### src/rtl/seg_disp_ctrl.sv
// Seven-segment display front end: holds four 32-bit sources, selects one
// manually or by timed rotation, converts it to 8-digit packed BCD with a
// sequential double-dabble engine and publishes it with a one-cycle strobe.
module seg_disp_ctrl #(
  parameter int unsigned ROT_CYCLES = 200000000
) (
  input  logic         clk,
  input  logic         rst_n,
  input  logic [3:0]   src_wr,
  input  logic [127:0] src_data,
  input  logic [1:0]   manual_sel,
  input  logic         auto_rot,
  output logic         busy,
  output logic [31:0]  disp_bcd,
  output logic [7:0]   disp_blank,
  output logic [1:0]   disp_src,
  output logic         disp_ovf,
  output logic         disp_upd
);

  typedef enum logic [1:0] {
    ST_IDLE  = 2'd0,
    ST_SHIFT = 2'd1,
    ST_DONE  = 2'd2
  } state_t;

  localparam logic [31:0] ROT_LAST = 32'(ROT_CYCLES - 32'd1);

  // Double-dabble correction: every BCD digit of 5 or more gets 3 added
  // so that the following left shift carries correctly into the next digit.
  function automatic logic [39:0] bcd_adj(input logic [39:0] a);
    logic [39:0] r;
    r = a;
    for (int k = 0; k < 10; k++) begin
      if (a[4*k +: 4] >= 4'd5) begin
        r[4*k +: 4] = a[4*k +: 4] + 4'd3;
      end else begin
        r[4*k +: 4] = a[4*k +: 4];
      end
    end
    return r;
  endfunction

  logic [31:0] src_reg_r [4];
  logic [3:0]  dirty_r;
  logic [1:0]  cur_src_r;
  logic [31:0] rot_cnt_r;
  logic        auto_rot_q_r;
  state_t      state_r, state_nxt_s;
  logic [31:0] bin_r, bin_nxt_s;
  logic [39:0] acc_r, acc_nxt_s;
  logic [4:0]  bit_cnt_r, bit_cnt_nxt_s;
  logic [1:0]  conv_src_r, conv_src_nxt_s;
  logic        clr_dirty_s, ld_out_s, trig_s, ovf_s;
  logic [3:0]  clr_mask_s;
  logic [39:0] adj_s;
  logic [71:0] shift_s;
  logic [7:0]  blank_s;

  logic        busy_r, disp_ovf_r, disp_upd_r;
  logic [31:0] disp_bcd_r;
  logic [7:0]  disp_blank_r;
  logic [1:0]  disp_src_r;

  assign trig_s     = dirty_r[cur_src_r] | (cur_src_r != disp_src_r);
  assign clr_mask_s = clr_dirty_s ? (4'b0001 << cur_src_r) : 4'b0000;
  assign adj_s      = bcd_adj(acc_r);
  assign shift_s    = {adj_s[38:0], bin_r, 1'b0};
  assign ovf_s      = (acc_r[39:32] != 8'd0);

  // Source registers and dirty flags; a write in the snapshot cycle keeps dirty set.
  always_ff @(posedge clk or negedge rst_n) begin
    if (!rst_n) begin
      for (int i = 0; i < 4; i++) src_reg_r[i] <= 32'd0;
      dirty_r <= 4'b0000;
    end else begin
      for (int i = 0; i < 4; i++) begin
        if (src_wr[i]) src_reg_r[i] <= src_data[32*i +: 32];
      end
      dirty_r <= (dirty_r & ~clr_mask_s) | src_wr;
    end
  end

  // Source selection: manual follow, or timed rotation with counter cleared on mode change.
  always_ff @(posedge clk or negedge rst_n) begin
    if (!rst_n) begin
      cur_src_r    <= 2'd0;
      rot_cnt_r    <= 32'd0;
      auto_rot_q_r <= 1'b0;
    end else begin
      auto_rot_q_r <= auto_rot;
      if (!auto_rot) begin
        cur_src_r <= manual_sel;
        rot_cnt_r <= 32'd0;
      end else if (auto_rot != auto_rot_q_r) begin
        rot_cnt_r <= 32'd0;
      end else if (rot_cnt_r == ROT_LAST) begin
        rot_cnt_r <= 32'd0;
        cur_src_r <= cur_src_r + 2'd1;
      end else begin
        rot_cnt_r <= rot_cnt_r + 32'd1;
      end
    end
  end

  // Conversion FSM and datapath registers.
  always_ff @(posedge clk or negedge rst_n) begin
    if (!rst_n) begin
      state_r    <= ST_IDLE;
      bin_r      <= 32'd0;
      acc_r      <= 40'd0;
      bit_cnt_r  <= 5'd0;
      conv_src_r <= 2'd0;
    end else begin
      state_r    <= state_nxt_s;
      bin_r      <= bin_nxt_s;
      acc_r      <= acc_nxt_s;
      bit_cnt_r  <= bit_cnt_nxt_s;
      conv_src_r <= conv_src_nxt_s;
    end
  end

  // Next-state logic: snapshot in IDLE, 32 add-3/shift steps, then publish.
  always_comb begin
    state_nxt_s    = state_r;
    bin_nxt_s      = bin_r;
    acc_nxt_s      = acc_r;
    bit_cnt_nxt_s  = bit_cnt_r;
    conv_src_nxt_s = conv_src_r;
    clr_dirty_s    = 1'b0;
    ld_out_s       = 1'b0;
    case (state_r)
      ST_IDLE: begin
        if (trig_s) begin
          state_nxt_s    = ST_SHIFT;
          bin_nxt_s      = src_reg_r[cur_src_r];
          acc_nxt_s      = 40'd0;
          bit_cnt_nxt_s  = 5'd0;
          conv_src_nxt_s = cur_src_r;
          clr_dirty_s    = 1'b1;
        end else begin
          state_nxt_s = ST_IDLE;
        end
      end
      ST_SHIFT: begin
        acc_nxt_s     = shift_s[71:32];
        bin_nxt_s     = shift_s[31:0];
        bit_cnt_nxt_s = bit_cnt_r + 5'd1;
        if (bit_cnt_r == 5'd31) begin
          state_nxt_s = ST_DONE;
        end else begin
          state_nxt_s = ST_SHIFT;
        end
      end
      ST_DONE: begin
        ld_out_s    = 1'b1;
        state_nxt_s = ST_IDLE;
      end
      default: begin
        state_nxt_s = ST_IDLE;
      end
    endcase
  end

  // Leading-zero blanking: digit k blanks when digits k..7 are zero and no overflow.
  always_comb begin
    logic zero_run;
    blank_s  = 8'h00;
    zero_run = 1'b1;
    for (int k = 7; k >= 1; k--) begin
      zero_run   = zero_run & (acc_r[4*k +: 4] == 4'd0);
      blank_s[k] = zero_run & ~ovf_s;
    end
  end

  // Registered display outputs, loaded only in DONE.
  always_ff @(posedge clk or negedge rst_n) begin
    if (!rst_n) begin
      busy_r       <= 1'b0;
      disp_bcd_r   <= 32'd0;
      disp_blank_r <= 8'hFE;
      disp_src_r   <= 2'd0;
      disp_ovf_r   <= 1'b0;
      disp_upd_r   <= 1'b0;
    end else begin
      busy_r     <= (state_nxt_s != ST_IDLE);
      disp_upd_r <= ld_out_s;
      if (ld_out_s) begin
        disp_bcd_r   <= acc_r[31:0];
        disp_ovf_r   <= ovf_s;
        disp_blank_r <= blank_s;
        disp_src_r   <= conv_src_r;
      end
    end
  end

  assign busy       = busy_r;
  assign disp_bcd   = disp_bcd_r;
  assign disp_blank = disp_blank_r;
  assign disp_src   = disp_src_r;
  assign disp_ovf   = disp_ovf_r;
  assign disp_upd   = disp_upd_r;

endmodule

### config.mk
export PLATFORM = sky130hd
export DESIGN_NAME = seg_disp_ctrl
export DESIGN_NICKNAME = d
export VERILOG_FILES = /design/src/rtl/seg_disp_ctrl.sv
export SDC_FILE = /design/constraint.sdc
export NUM_CORES = 1
export LEC_CHECK = 0
export BUFFER_PORTS_ARGS = -buffer_cell sky130_fd_sc_hd__buf_4
export CORE_MARGIN = 2
export CORE_UTILIZATION = 58
export CTS_CLUSTER_DIAMETER = 80
export DETAILED_ROUTE_END_ITERATION = 16
export PLACE_DENSITY_LB_ADDON = 0.1
export SLEW_MARGIN = 10
export SYNTH_ARGS = -nofsm -noshare
export SYNTH_HDL_FRONTEND = slang
export SYNTH_SLANG_ARGS = --single-unit
### constraint.sdc
create_clock -name clk -period 2.1 [get_ports clk]
set_input_delay 0.42 -clock clk [delete_from_list [all_inputs] [get_ports clk]]
set_output_delay 0.42 -clock clk [all_outputs]
set_load 0.01 [all_outputs]
==> metrics, run 1 <==
initial antenna violation count 0; syn avg cell area around 12 um2; clk slew on worst S/H paths approximately 0.06 ns; first-pass iteration count of the detailed router 4; Syn Nets approximately 1300; pins over their slew limit 0; Die W 155 um; Initial Utilization between 50% and 60%; Worst Hold Class input pin to flip-flop; die area between 20000 and 25000 um2; core area around 23000 um2; initial DRC count between 500 and 600; CP Launch Type flip-flop; fmax 507 MHz; share of layout cells above drive strength 1 33.6%; RSZ-0062 raised after global routing yes; #FFs+latches synth 292; Worst EP arrival between 2 and 2.5 ns; Worst-Skew Late Latency 0.56 ns; dpl hpwl between 15000 and 20000 um; R2R cell count 7; total CTS buffers 31; maximum VDD drop around 0.70 mV; Max-cap violations 0; crit-path max FO 5; Remaining Overflow, GRT 0; # setup viols final 0; Async SR Flop Fraction 100%; Hold Vio Cnt, Final 0; Distinct cells, synth 51; delay of the slowest critical-path stage 0.39 ns; number of synthesized flops with an enable pin 0; DRC viols 0; synthesis-to-layout area growth 22.0%; total number of vias between 9000 and 10000; nature of the critical path endpoint flip-flop; Final Util approximately 70%; Yosys warnings 0; DRT Wirelength between 20000 and 30000 um; Final WS setup approximately 0.13 ns; Antenna Nets Post-Route 0; Seq/Total Area, Yosys 55.2%; All-Layer GR Usage 24.8%; # diodes 0; status finished clean; minimum clock period ~2.0 ns; Placer Congestion 0.808; via-per-instance ratio around 5.6; ys flop type dfrtp_1; Slowest-stage cell, CP dfrtp_1; worst hold stages 1; H-tree level count 1; Fin Clk Skew ~0.012 ns; CTS root buffer clkbuf_16; slew margin rel. 62.3%; I/O Pins ~180; Die H approximately 160 um; first-pass GRT wire length 48300 um; crit path kind flip-flop to flip-flop; vias in the first global route between 9000 and 10000; IO Port Bufs 180; TritonCTS clock tree yes; power per cell area around 1100 nW/um2; Mapped Cells around 1100; Final Net Count roughly 1500; leakage about 7.5 nW; largest net degree at the start of global routing 64; Placement Rows 55; worst-margin pin slew roughly 0.57 ns; Tcrit/Tclk final a little over nine tenths; Critical Path RT 2.59 ns; worst slack, placed between 0.04 and 0.05 ns; critical path cell sequence inv_1, ha_1, nor3b_1, nand4_1, nor4bb_2, and3_1, a32o_1; Max clock buf depth 3; Sink Count 292; Synth Cell Area between 10000 and 15000 um2; drt wl/cell about 18 um
==> path summary, 6_finish.rpt <==
path	start	end	slack [ns]
setup / recovery	acc_r[25]	disp_blank[1]	0.13
hold / removal	auto_rot	auto_rot_q_r	0.03
setup reg to reg	acc_r[25]	disp_blank[1]	0.13
hold reg to reg	bin_r[4]	bin_r[4]	0.47
max in group asynchronous	rst_n	bin_r[19]	0.95
min in group asynchronous	rst_n	src_reg_r[105]	0.40
==> layer usage <==
layer / GRT usage (%) / part of all wire, % / vias to the layer above
li1: - / - / 4307
met1: 33.8 / 44 / 4555
met2: 42.6 / 49 / 187
met3: 3.73 / 4.3 / 51
met4: 6.03 / 2.3 / 0
met5: 0 / 0 / -
==> flip-flops by register name, indices dropped and copies added, names as in the netlist, 2 cells and up <==
register    cells
acc_r          40
bin_r          32
bit_cnt_r       5
conv_src_r      2
cur_src_r       2
dirty_r         4
disp_bcd       32
disp_blank      7
disp_src        2
rot_cnt_r      32
src_reg_r     128
state_r         2
==> stage by stage <==
step	setup TNS [ns]	instances	hold WS (ns)	total power [mW]	cell area, um2
4_1_cts	0	1617	0.00445	18.1	16100
5_1_grt	-0.0494	1619	0.0197	19.1	16200
3_3_place_gp	0	1559	0.400	12.3	15100
3_5_place_dp	0	1559	0.407	12.4	15100
6_report	0	1619	0.0272	18.0	16200
2_1_floorplan	0	1117	0.124	10.8	13300
==> cell usage in the layout, fill, tap and decap left out, types with 4 or more instances in the layout <==
master / n
clkbuf_16: 31
buf_4: 210
a21oi_1: 22
mux2_2: 128
and3_1: 9
clkbuf_8: 6
dfstp_2: 7
nor3b_1: 9
inv_1: 30
nor3_1: 15
bufinv_16: 4
a22o_1: 11
mux4_2: 32
nand3_1: 27
dfrtp_1: 283
clkinv_2: 6
nor2_1: 42
a21o_1: 6
xor2_1: 26
nand4_1: 13
clkbuf_1: 8
a22oi_1: 33
buf_12: 7
nand2_1: 185
o21ai_0: 57
and4_1: 4
ha_1: 36
nand2b_1: 11
xnor2_1: 15
o22ai_1: 18
==> area by class of cell <==
| class | count | area (um2) |
|---|---|---|
| Fill cell | 1591 | 6400 |
| Clock buffer | 45 | 888 |
| Tap cell | 285 | 357 |
| Inverter | 30 | 113 |
| Multi-Input combinational cell | 736 | 5590 |
| Clock inverter | 12 | 168 |
| Sequential cell | 292 | 7320 |
| Timing Repair Buffer | 219 | 1740 |
==> repair_timing <==
action / 4_1_cts / 5_1_grt
setup buffers: 0 / 2
setup endpoints to repair: 0 / 30
resized for setup: 0 / 3
hold endpoints to repair: 50 / 0
hold buffers: 1 / 0
==> kinds of logic after synthesis <==
group	Yosys count	share of synthesized area, %
flip-flops	292	55.2
multiplexers	160	16.3
buffers and inverters	89	2.89
AND/OR/NAND/NOR	340	12.0
AO/OA/AOI/OAI	158	7.56
other	1	0.0283
adder cells (fa/ha/maj)	36	3.40
XOR/XNOR	41	2.71
==> report_power, final <==
| part | switching, mW | total, mW | internal (mW) |
|---|---|---|---|
| clock network | 2.21 | 5.62 | 3.41 |
| logic | 2.49 | 4.80 | 2.32 |
| registers | 0.833 | 7.61 | 6.78 |
| total | 5.53 | 18.0 | 12.5 |
==> cells in the mapped netlist (all sizes together), types with 2 or more instances <==
library cell | count | area share, %
dfrtp | 285 | 54
a21o | 6 | 0.34
nor4b | 3 | 0.25
o21ai | 57 | 2.2
nor3 | 16 | 0.69
nand3 | 27 | 1.0
and3b | 2 | 0.13
nand2 | 186 | 5.3
o211ai | 2 | 0.11
nor4 | 4 | 0.28
and4 | 4 | 0.26
nand4 | 13 | 0.61
a22oi | 33 | 1.9
inv | 30 | 0.85
nand2b | 12 | 0.57
nor3b | 10 | 0.57
xor2 | 26 | 1.7
ha | 36 | 3.4
dfstp | 7 | 1.4
mux4 | 32 | 5.4
a22o | 11 | 0.73
o32ai | 2 | 0.13
xnor2 | 15 | 0.99
a21oi | 22 | 0.83
o31ai | 3 | 0.17
clkbuf | 35 | 0.99
nor2 | 42 | 1.2
and3 | 9 | 0.42
and2 | 3 | 0.14
buf | 24 | 1.0
o22ai | 18 | 0.85
nand4b | 2 | 0.13
nor2b | 2 | 0.094
mux2 | 128 | 11
==> critical path: cells and delay by family, from the launching register on <==
family | cells | cell delay (ns)
fa+ha+maj | 1 | 0.16
flops | 1 | 0.39
simple gates | 4 | 1.04
buf+inv | 1 | 0.14
compound gates | 1 | 0.18
Power figures use the tool's default switching activity.
==> run 2: changes to the inputs <==
CORE_MARGIN = default   (was 2)
SETUP_SLACK_MARGIN = 0.3   (was default)
==> run 2 against run 1 <==
Net effect:
- register-to-register slack improved by 0.12 ns
- total power rose by 2.0%
- critical path type unchanged
- via count rose by 2.3%
- core utilization rose by 3.0 points
- clock power fell by 1%
- largest cell class unchanged
- wire length rose by 1.8%
==> metrics, run 2 (same netlist as run 1, synthesis figures left out) <==
largest net degree at the start of global routing 63 (-1.6%); total number of vias 9305 (+2.3%); hold path start auto_rot; DRT Wirelength 29400 um (+1.8%); Top reg by flops src_reg_r; Antenna Nets Post-Route 0 (unchanged); Fin Clk Skew 0.00662 ns (-0.00570 ns); Regs by FF count src_reg_r x128, acc_r x40; worst hold stages 1 (unchanged); initial DRC count 396 (-27%); clk slew on worst S/H paths 0.06 ns (about the same); first-pass GRT wire length 48600 um (+0.56%); Crit path max-delay family simple AND/OR/NAND/NOR gates; Slowest-stage cell, CP dfrtp_1; CP Launch Type flip-flop; total CTS buffers 31 (unchanged); Hold EP auto_rot_q_r; minimum clock period 1.85 ns (-0.118 ns); reg-to-reg critical path startpoint acc_r[29]; Worst Hold Class input pin to flip-flop; crit path launch acc_r[29]; Non-Filler Instances 1628 (+0.56%); Final Net Count 1497 (+0.94%); IO Port Bufs 180 (unchanged); via-per-instance ratio 5.72 (+1.7%); I/O Pins 182 (unchanged); synthesis-to-layout area growth 24.5%; slew margin rel. 63.3% (+1.0 points); commonest non-fill, non-tap cell in the layout dfrtp_1; RSZ-0062 raised after global routing yes; Die H 153 um (-1.3%); DRC viols 0 (unchanged); fmax 540 MHz (+6.3%); critical path cell sequence inv_2, ha_4, nor3b_4, nand4_1, nor4bb_2, and3_1, a32o_1; nature of the critical path endpoint flip-flop; # setup viols final 0 (unchanged); crit-path max FO 4 (-1); most frequent cells in the layout dfrtp_1, buf_4, nand2_1; Tcrit/Tclk final 88.2% (-5.6 points); Die W 153 um (-1.3%); Worst-Skew Late Latency 0.55 ns (about the same); R2R cell count 7 (unchanged); maximum VDD drop 0.819 mV (+16%); Initial Utilization 60.0% (+1.3 points); All-Layer GR Usage 25.7% (+0.88 points); Placer Congestion 0.848 (+4.9%); power per cell area 1110 nW/um2 (about the same); Remaining Overflow, GRT 0 (unchanged); internal reg-to-reg setup slack 0.25 ns (+0.12 ns); Placement Rows 54 (-1.8%); Worst EP arrival 2.34 ns (-0.12 ns); reg2reg end disp_blank[1]; # diodes 0 (unchanged); Critical Path RT 2.58 ns (about the same); worst-margin pin slew 0.551 ns (-0.0150 ns); leakage 7.59 nW (+1.8%); share of layout cells above drive strength 1 36.3% (+2.7 points); dpl hpwl 19000 um (-0.36%); Worst Path Buf+Inv 1 (unchanged); Max clock buf depth 3 (unchanged); first-pass iteration count of the detailed router 5 (+1); Sink Count 292 (unchanged); delay of the slowest critical-path stage 0.41 ns (+0.02 ns); vias in the first global route 9679 (+3.4%); pins over their slew limit 0 (unchanged); placed instance count 1553 (-0.38%); max reg flops 128 (unchanged); die area 23500 um2 (-2.6%); H-tree level count 1 (unchanged); crit path kind flip-flop to flip-flop; drt wl/cell 18.1 um (+1.3%); TritonCTS clock tree yes; CTS root buffer clkbuf_16; core area 22100 um2 (-2.1%); initial antenna violation count 0 (unchanged); status finished clean; Hold Vio Cnt, Final 0 (unchanged); Max-cap violations 0 (unchanged); Sum Neg Setup Slack 0 ns (unchanged)
run 2: cell types whose count changed in the layout (fill, tap and decap cells not counted), moves of 4 or more:
| cell | delta |
|---|---|
| buf_4 | +5 |
| clkbuf_16 | +4 |
| ha_1 | -4 |
| inv_1 | -7 |
| inv_2 | +7 |
| nand2_1 | -4 |
| o21ai_0 | -4 |
run 2: worst max-delay path by stage:
stage	endpoint	slack [ns]	cells past startpoint
CTS	disp_blank[1]	0.23	7
detailed placement	disp_blank[1]	0.06	7
global route	disp_blank[1]	0.11	7
global placement	disp_blank[1]	0.16	7
floorplan	bin_r[10]	0.27	5
finish	disp_blank[1]	0.25	7
run 2: where the power goes:
| group | switching, mW | internal, mW | leakage [nW] | total [mW] |
|---|---|---|---|---|
| combinational | 2.61 | 2.57 | 3.47 | 5.19 |
| sequential | 0.878 | 6.78 | 3.60 | 7.66 |
| clock | 2.17 | 3.39 | 0.518 | 5.56 |
run 2: per-stage QoR:
stage,worst slack (ns),area (um2),utilization (%),hold WS (ns),power (mW)
2_1_floorplan,0.268,13300,-,0.124,10.8
3_3_place_gp,0.156,15100,68.3,0.393,12.3
3_5_place_dp,0.0632,15100,68.3,0.394,12.5
4_1_cts,0.231,16200,73.5,0.0240,18.2
5_1_grt,0.112,16500,74.7,0.0368,19.5
6_report,0.247,16500,74.7,0.0433,18.4
run 2: timing repair:
action | CTS | global route
endpoints found under the setup margin | 34 | 121
buffers inserted | 3 | 10
gates cloned | 0 | 4
resized for setup | 15 | 29
hold endpoints to repair | 47 | 0
hold buffers | 1 | 0
pin swaps | 5 | 12
run 2: worst register-to-register path, cell delays in order (launching register included):
cell	delay, ns
dfrtp_1	0.41
inv_2	0.11
ha_4	0.13
nor3b_4	0.20
nand4_1	0.22
nor4bb_2	0.34
and3_1	0.23
a32o_1	0.16
run 2: cell type report:
type / count / area (um2)
multi-input cells: 736 / 5720
clock inverters: 9 / 123
flip-flops and latches: 292 / 7320
fillers: 1511 / 5590
repair buffers: 233 / 1950
well taps: 280 / 350
clock buffers: 48 / 930
inverters: 30 / 113
run 2: layer usage:
layer	up-vias	global-route usage (%)	wire length, um
met5	-	0	0
met4	0	6.25	605
met3	47	4.79	1700
met2	228	43.7	14600
met1	4675	34.3	12500
li1	4355	-	-
